[src/rtl/rnd_batch_buffer.sv]
// Collects W-bit random words into a BATCH-bit batch for parallel DOM AND gadgets.
// Each accepted bit reaches at most one batch, and each batch can be consumed at most once.
`ifndef DEFAULTSHARES
`define DEFAULTSHARES 2
`endif

module rnd_batch_buffer #(
  parameter int d         = `DEFAULTSHARES,
  parameter int N_GADGETS = 20,
  parameter int W         = 8
) (
  input  logic                           clk,
  input  logic                           rst,
  input  logic [W-1:0]                   in_rnd,
  input  logic                           in_valid,
  output logic                           in_ready,
  output logic [N_GADGETS*d*(d-1)/2-1:0] rnd_out,
  output logic                           rnd_valid,
  input  logic                           rnd_consume,
  output logic                           err_reuse
);
  localparam int BATCH = N_GADGETS*d*(d-1)/2;
  localparam int K     = (BATCH + W - 1) / W;
  localparam int CW    = $clog2(K + 1);

  logic [K*W-1:0]   fill_q, fill_d;
  logic [CW-1:0]    cnt_q, cnt_d;
  logic [BATCH-1:0] out_q, out_d;
  logic             vld_q, vld_d;
  logic             err_q, err_d;
  logic             accept, xfer;

  assign in_ready  = (cnt_q < CW'(K));
  assign accept    = in_valid & in_ready;
  // A full fill register moves out whenever the output slot is free or being freed.
  assign xfer      = (cnt_q == CW'(K)) & (~vld_q | rnd_consume);
  assign rnd_out   = out_q;
  assign rnd_valid = vld_q;
  assign err_reuse = err_q;

  always_comb begin
    fill_d = fill_q;
    cnt_d  = cnt_q;
    out_d  = out_q;
    vld_d  = vld_q;
    err_d  = err_q;
    if (accept) begin
      for (int i = 0; i < K; i++)
        if (cnt_q == CW'(i)) fill_d[i*W +: W] = in_rnd;
      cnt_d = cnt_q + CW'(1);
    end
    if (rnd_consume & ~vld_q) err_d = 1'b1;
    if (xfer) begin
      out_d = fill_q[BATCH-1:0];
      vld_d = 1'b1;
      cnt_d = '0;
    end else if (rnd_consume & vld_q) begin
      out_d = '0;
      vld_d = 1'b0;
    end
  end

  always_ff @(posedge clk) begin
    if (rst) begin
      fill_q <= '0;
      cnt_q  <= '0;
      out_q  <= '0;
      vld_q  <= 1'b0;
      err_q  <= 1'b0;
    end else begin
      fill_q <= fill_d;
      cnt_q  <= cnt_d;
      out_q  <= out_d;
      vld_q  <= vld_d;
      err_q  <= err_d;
    end
  end
endmodule

[config.mk]
export PLATFORM = sky130hd
export DESIGN_NAME = rnd_batch_buffer
export DESIGN_NICKNAME = d
export VERILOG_FILES = /design/src/rtl/rnd_batch_buffer.sv
export SDC_FILE = /design/constraint.sdc
export NUM_CORES = 1
export LEC_CHECK = 0
export CORE_MARGIN = 2
export CORE_UTILIZATION = 56
export CTS_CLUSTER_SIZE = 14
export DETAILED_ROUTE_END_ITERATION = 12
export HOLD_SLACK_MARGIN = 0.1
export PLACE_DENSITY = 0.92
export SYNTH_ARGS = -nofsm -noshare
export SYNTH_HDL_FRONTEND = slang
export SYNTH_SLANG_ARGS = --single-unit
[constraint.sdc]
create_clock -name clk -period 2.1 [get_ports clk]
set_clock_uncertainty 0.05 [all_clocks]
set_input_delay 0.315 -clock clk [delete_from_list [all_inputs] [get_ports clk]]
set_output_delay 0.315 -clock clk [all_outputs]
set_load 0.1 [all_outputs]
Word-level counts from Yosys, hierarchy flattened. Index checks and enable logic that the tools add are counted.

Output and inout port bits: 23. Logic and storage cells: 28. Register bits after elaboration: 44.

Bitwise logic cells: 6. Mux-type cells: 4. Eq/ne operators: 3. Add/sub/neg operators: 1. Reductions and logical operators: 6. Magnitude comparators: 1.

Operators with widths (count): $mux 20 (2); $reduce_and 2->1 (3); $and 1x1->1 (4); $eq 2x2->1 const B (2); $add 2x1->2 const B (1); $eq 2x1->1 const B (1); $logic_not 2->1 (1); $lt 2x2->1 const B (1); $mux 1 (2); $reduce_bool 2->1 (1); $reduce_or 2->1 (1); $not 1->1 (1); $or 1x1->1 (1).

Logic depth before layout (Yosys ltp).
Depth in word-level cells: 4. Depth in mapped cells: 5. Depth with buffers taken out: 4.

Worst setup path after synthesis. No wires, ideal clock.

Path type: flip-flop to flip-flop. Start point: register vld_q, in the netlist rnd_valid. End point: register out_q[0], in the netlist rnd_out[0]. Setup time: 0.123 ns. Period minus slack after synthesis: 1.776 ns. Setup slack: 0.324 ns. Data arrival time: 1.602 ns. Path buffers: 1. Required time: 1.927 ns. Cell stages (with the launch flop): 4. Cell sequence: dfxtp_1 > nor2b_4 > buf_2 > o32ai_1.

Longest elaborated chain between the ends: 4. Elaborated cells on any way between the ends: 6.

RTL lines: start, declared (RTL line 29) `logic vld_q, vld_d;`; start signal, assigned (RTL line 74) `vld_q <= vld_d;`; $not 1->1 (RTL line 36) `assign xfer = (cnt_q == CW'(K)) & (~vld_q | rnd_consume);`; $or 1x1->1 (RTL line 36); $and 1x1->1 (RTL line 36); $mux 20 or $reduce_bool 2->1 (tied branches); end signal, assigned (RTL line 73) `out_q <= out_d;`; end, declared (RTL line 28) `logic [BATCH-1:0] out_q, out_d;`.

Parallel ways exist; a longest one is shown, timed or not. A chain may end at the register's enable or synchronous reset.

Final worst setup path.
Start point: register cnt_q[1]. End point: output port in_ready.

Longest elaborated chain between the ends: 1.

RTL lines: start, declared (RTL line 27) `logic [CW-1:0] cnt_q, cnt_d;`; start signal, assigned (RTL line 72) `cnt_q <= cnt_d;`; $lt 2x2->1 (RTL line 33) `assign in_ready = (cnt_q < CW'(K));`; end, declared (RTL line 16) `output logic in_ready,`.

No other way between the ends.

==> results.txt <==
status = complete, no violations
CTS Buf Count = 5
Post-CTS Resized = 0
Die Footprint = 0.00404 sq mm
fillers = 265
critical path class = flop to output port
leakage power = 0.926 nW
Crit. End Element = output port
CTS tree = done
CP max stage delay = 0.45 ns
Slew @ Worst Pin = 0.540 ns
diode count = 0
layout cell share with drive strength beyond 1 = 0.206
syn nets = 209
CP Launch Type = flop
Final ANT Viol Nets = 0
largest net degree at the start of global routing = 39
delay-heaviest family, CP = flip-flops
number of global-route vias before repair = 1348
worst vdd ir = 0.413 mV
worst-skew pair later-pin latency = 0.35 ns
Multi-input gate area = 915 sq um
Max Slew Vio Count = 0
All-Layer GR Usage = 0.197
Starting Density = 0.590
Clk Tree Root Cell = clkbuf_4
GR Util met2 = 0.320
Worst-path clk slew = 0.13 ns
worst-path fanout max = 6
post-synthesis sequential area ratio = 0.444
Internal = 0.00106 W
Pwr per Cell Area = 622 mW/mm^2
EDFF count, synth = 0
Hold Crit Class = flop to flop
post-CTS setup buffer count = 0
Tot Pwr = 0.00144 W
Max-Cap Viols = 0
Flop pwr share = 0.612
CP cell instances = ha_1, inv_1, buf_12
largest cells by area after synthesis = dfxtp_1 44%, nand2b_1 14%, mux2i_1 10%
# DRC = 0
worst r2r src = cnt_q[1]
post-synth top area cell = dfxtp_1
flip-flop and latch area = 881 sq um
CP required = 1.74 ns
final period utilization = 0.787
FF+latch count, synth = 44
input/output buffers = 34
Ports = 35
clock share of power = 0.266
critical path arrival = 1.29 ns
Area growth syn-to-layout = 16.6%
GR Overflow Total = 0
Critical Path Slowest Stage Cell = dfxtp_1
Logic pwr share = 0.122
num rows = 21
hold path cells = 2
Hold Vio Cnt, Final = 0
maximum root-to-sink buffer count = 2
initial antenna violation count = 0
r2r setup slk = 0.50 ns
RSZ-0062 raised after global routing = no
WP buf/inv = 2
global routing's busiest layer = met2
setup TNS = 0 ns
Most used DFF post-synth = dfxtp_1
Core Area = 0.00336 sq mm
Detail Placement HPWL = 2450 um
H-tree lvl count = 2
ys async rst share = 0
wirelength, routed = 3640 um
Mapped Cells = 192
post-synth design cell area = 0.00199 sq mm
GPL Wtd Cong = 0.737
hold_sp = err_reuse
Nets = 240
Yosys cell types = 24
depth of the most critical reg-to-reg path = 3
chip width = 63.5 um
most frequent cells in the layout = 44 x dfxtp_1, 43 x nand2b_1, 26 x buf_4, 24 x inv_1, 20 x mux2i_1
Critical Path Source = cnt_q[1]
Slew headroom = 0.639
post-route minimum period = 1.65 ns
most common cell after layout, fill and taps aside = dfxtp_1
GR Util met3 = 0.0554
Via Count = 1409
Pre-Repair DR Iteration Count = 4
Synthesis Warnings = 0
die height = 63.5 um
Max Fclk = 605 MHz
WHS Endpoint = err_reuse
Setup-failing EPs final = 0
share of the synthesized area in the top cell type = 0.444
vias per cell = 5.24
global-route wire length before repair = 6220 um
grt met1 use = 0.249
Psw = 0.000375 W
clock sinks = 44
syn avg cell area = 10.3 sq um
FF-to-FF End = fill_q[6]
Starting DRT DRC Count = 50
routed len/inst = 13.5 um
# hold bufs at CTS = 0
switching fraction of total power = 0.260
-- kinds of logic (layout without fill, tap and decap cells) --
group           after synthesis  count (layout)  share of synthesized area
simple gates                 59              59                      0.206
fa+ha+maj                     5               5                     0.0315
compound gates               25              25                      0.115
mux                          21              21                      0.108
flops                        44              44                      0.444
buf+inv                      38              69                     0.0958
-- through the flow --
stage                     hold WS, ns  utilization  cell area, sq um  worst slack (ns)  instances
final                           0.414        0.688              2310             0.447        269
after floorplan                 0.399            -              1990             0.324        192
after global routing            0.434        0.688              2310             0.357        269
after detailed placement        0.397        0.674              2270             0.328        262
after CTS                       0.419        0.688              2310             0.438        269
after global placement          0.387        0.674              2270             0.393        262
-- synthesized netlist by cell type (all sizes together) (4+ instances only) --
cell type	n
o32ai	20
or2b	8
clkbuf	6
nand3b	4
mux2i	20
dfxtp	44
ha	5
nand2b	43
inv	24
buf	8
-- registers in the layout (all words and copies together), names as in the netlist --
name	cells
fill_q	20
rnd_valid	1
err_reuse	1
cnt_q	2
rnd_out	20
-- worst max-delay path by stage --
stage,to,slack [ns],cells past startpoint
2_1_floorplan,rnd_out[0],0.32,3
3_3_place_gp,fill_q[2],0.39,3
3_5_place_dp,fill_q[0],0.33,3
4_1_cts,in_ready,0.44,3
5_1_grt,in_ready,0.36,3
6_report,in_ready,0.45,3
-- final cells by class --
type                            instances  share of cell area
Timing Repair Buffer                   38               0.141
Clock buffer                            6              0.0178
Clock inverter                          1             0.00216
Sequential cell                        44               0.381
Multi-Input combinational cell        110               0.395
Tap cell                               46              0.0249
Inverter                               24              0.0389
-- power groups by stage --
| stage | sequential [W] | clock [W] | combinational (W) |
|---|---|---|---|
| finish | 0.000881 | 0.000382 | 0.000176 |
| global route | 0.000884 | 0.000434 | 0.000191 |
| CTS | 0.000880 | 0.000392 | 0.000177 |
| detailed placement | 0.000899 | 0 | 0.000176 |
| global placement | 0.000898 | 0 | 0.000173 |
| floorplan | 0.000918 | 0 | 0.000109 |
-- worst min-delay path, delay by kind of cell, from the launching register on --
kind / cells / cell delay, ns
AO/OA/AOI/OAI: 1 / 0.05
buffers and inverters: 1 / 0.05
flip-flops: 1 / 0.34
-- layer usage --
| metal | up-vias | share of wire |
|---|---|---|
| li1 | 705 | - |
| met1 | 672 | 0.46 |
| met2 | 26 | 0.48 |
| met3 | 6 | 0.038 |
| met4 | 0 | 0.015 |
| met5 | - | 0 |
Power figures use the tool's default switching activity.
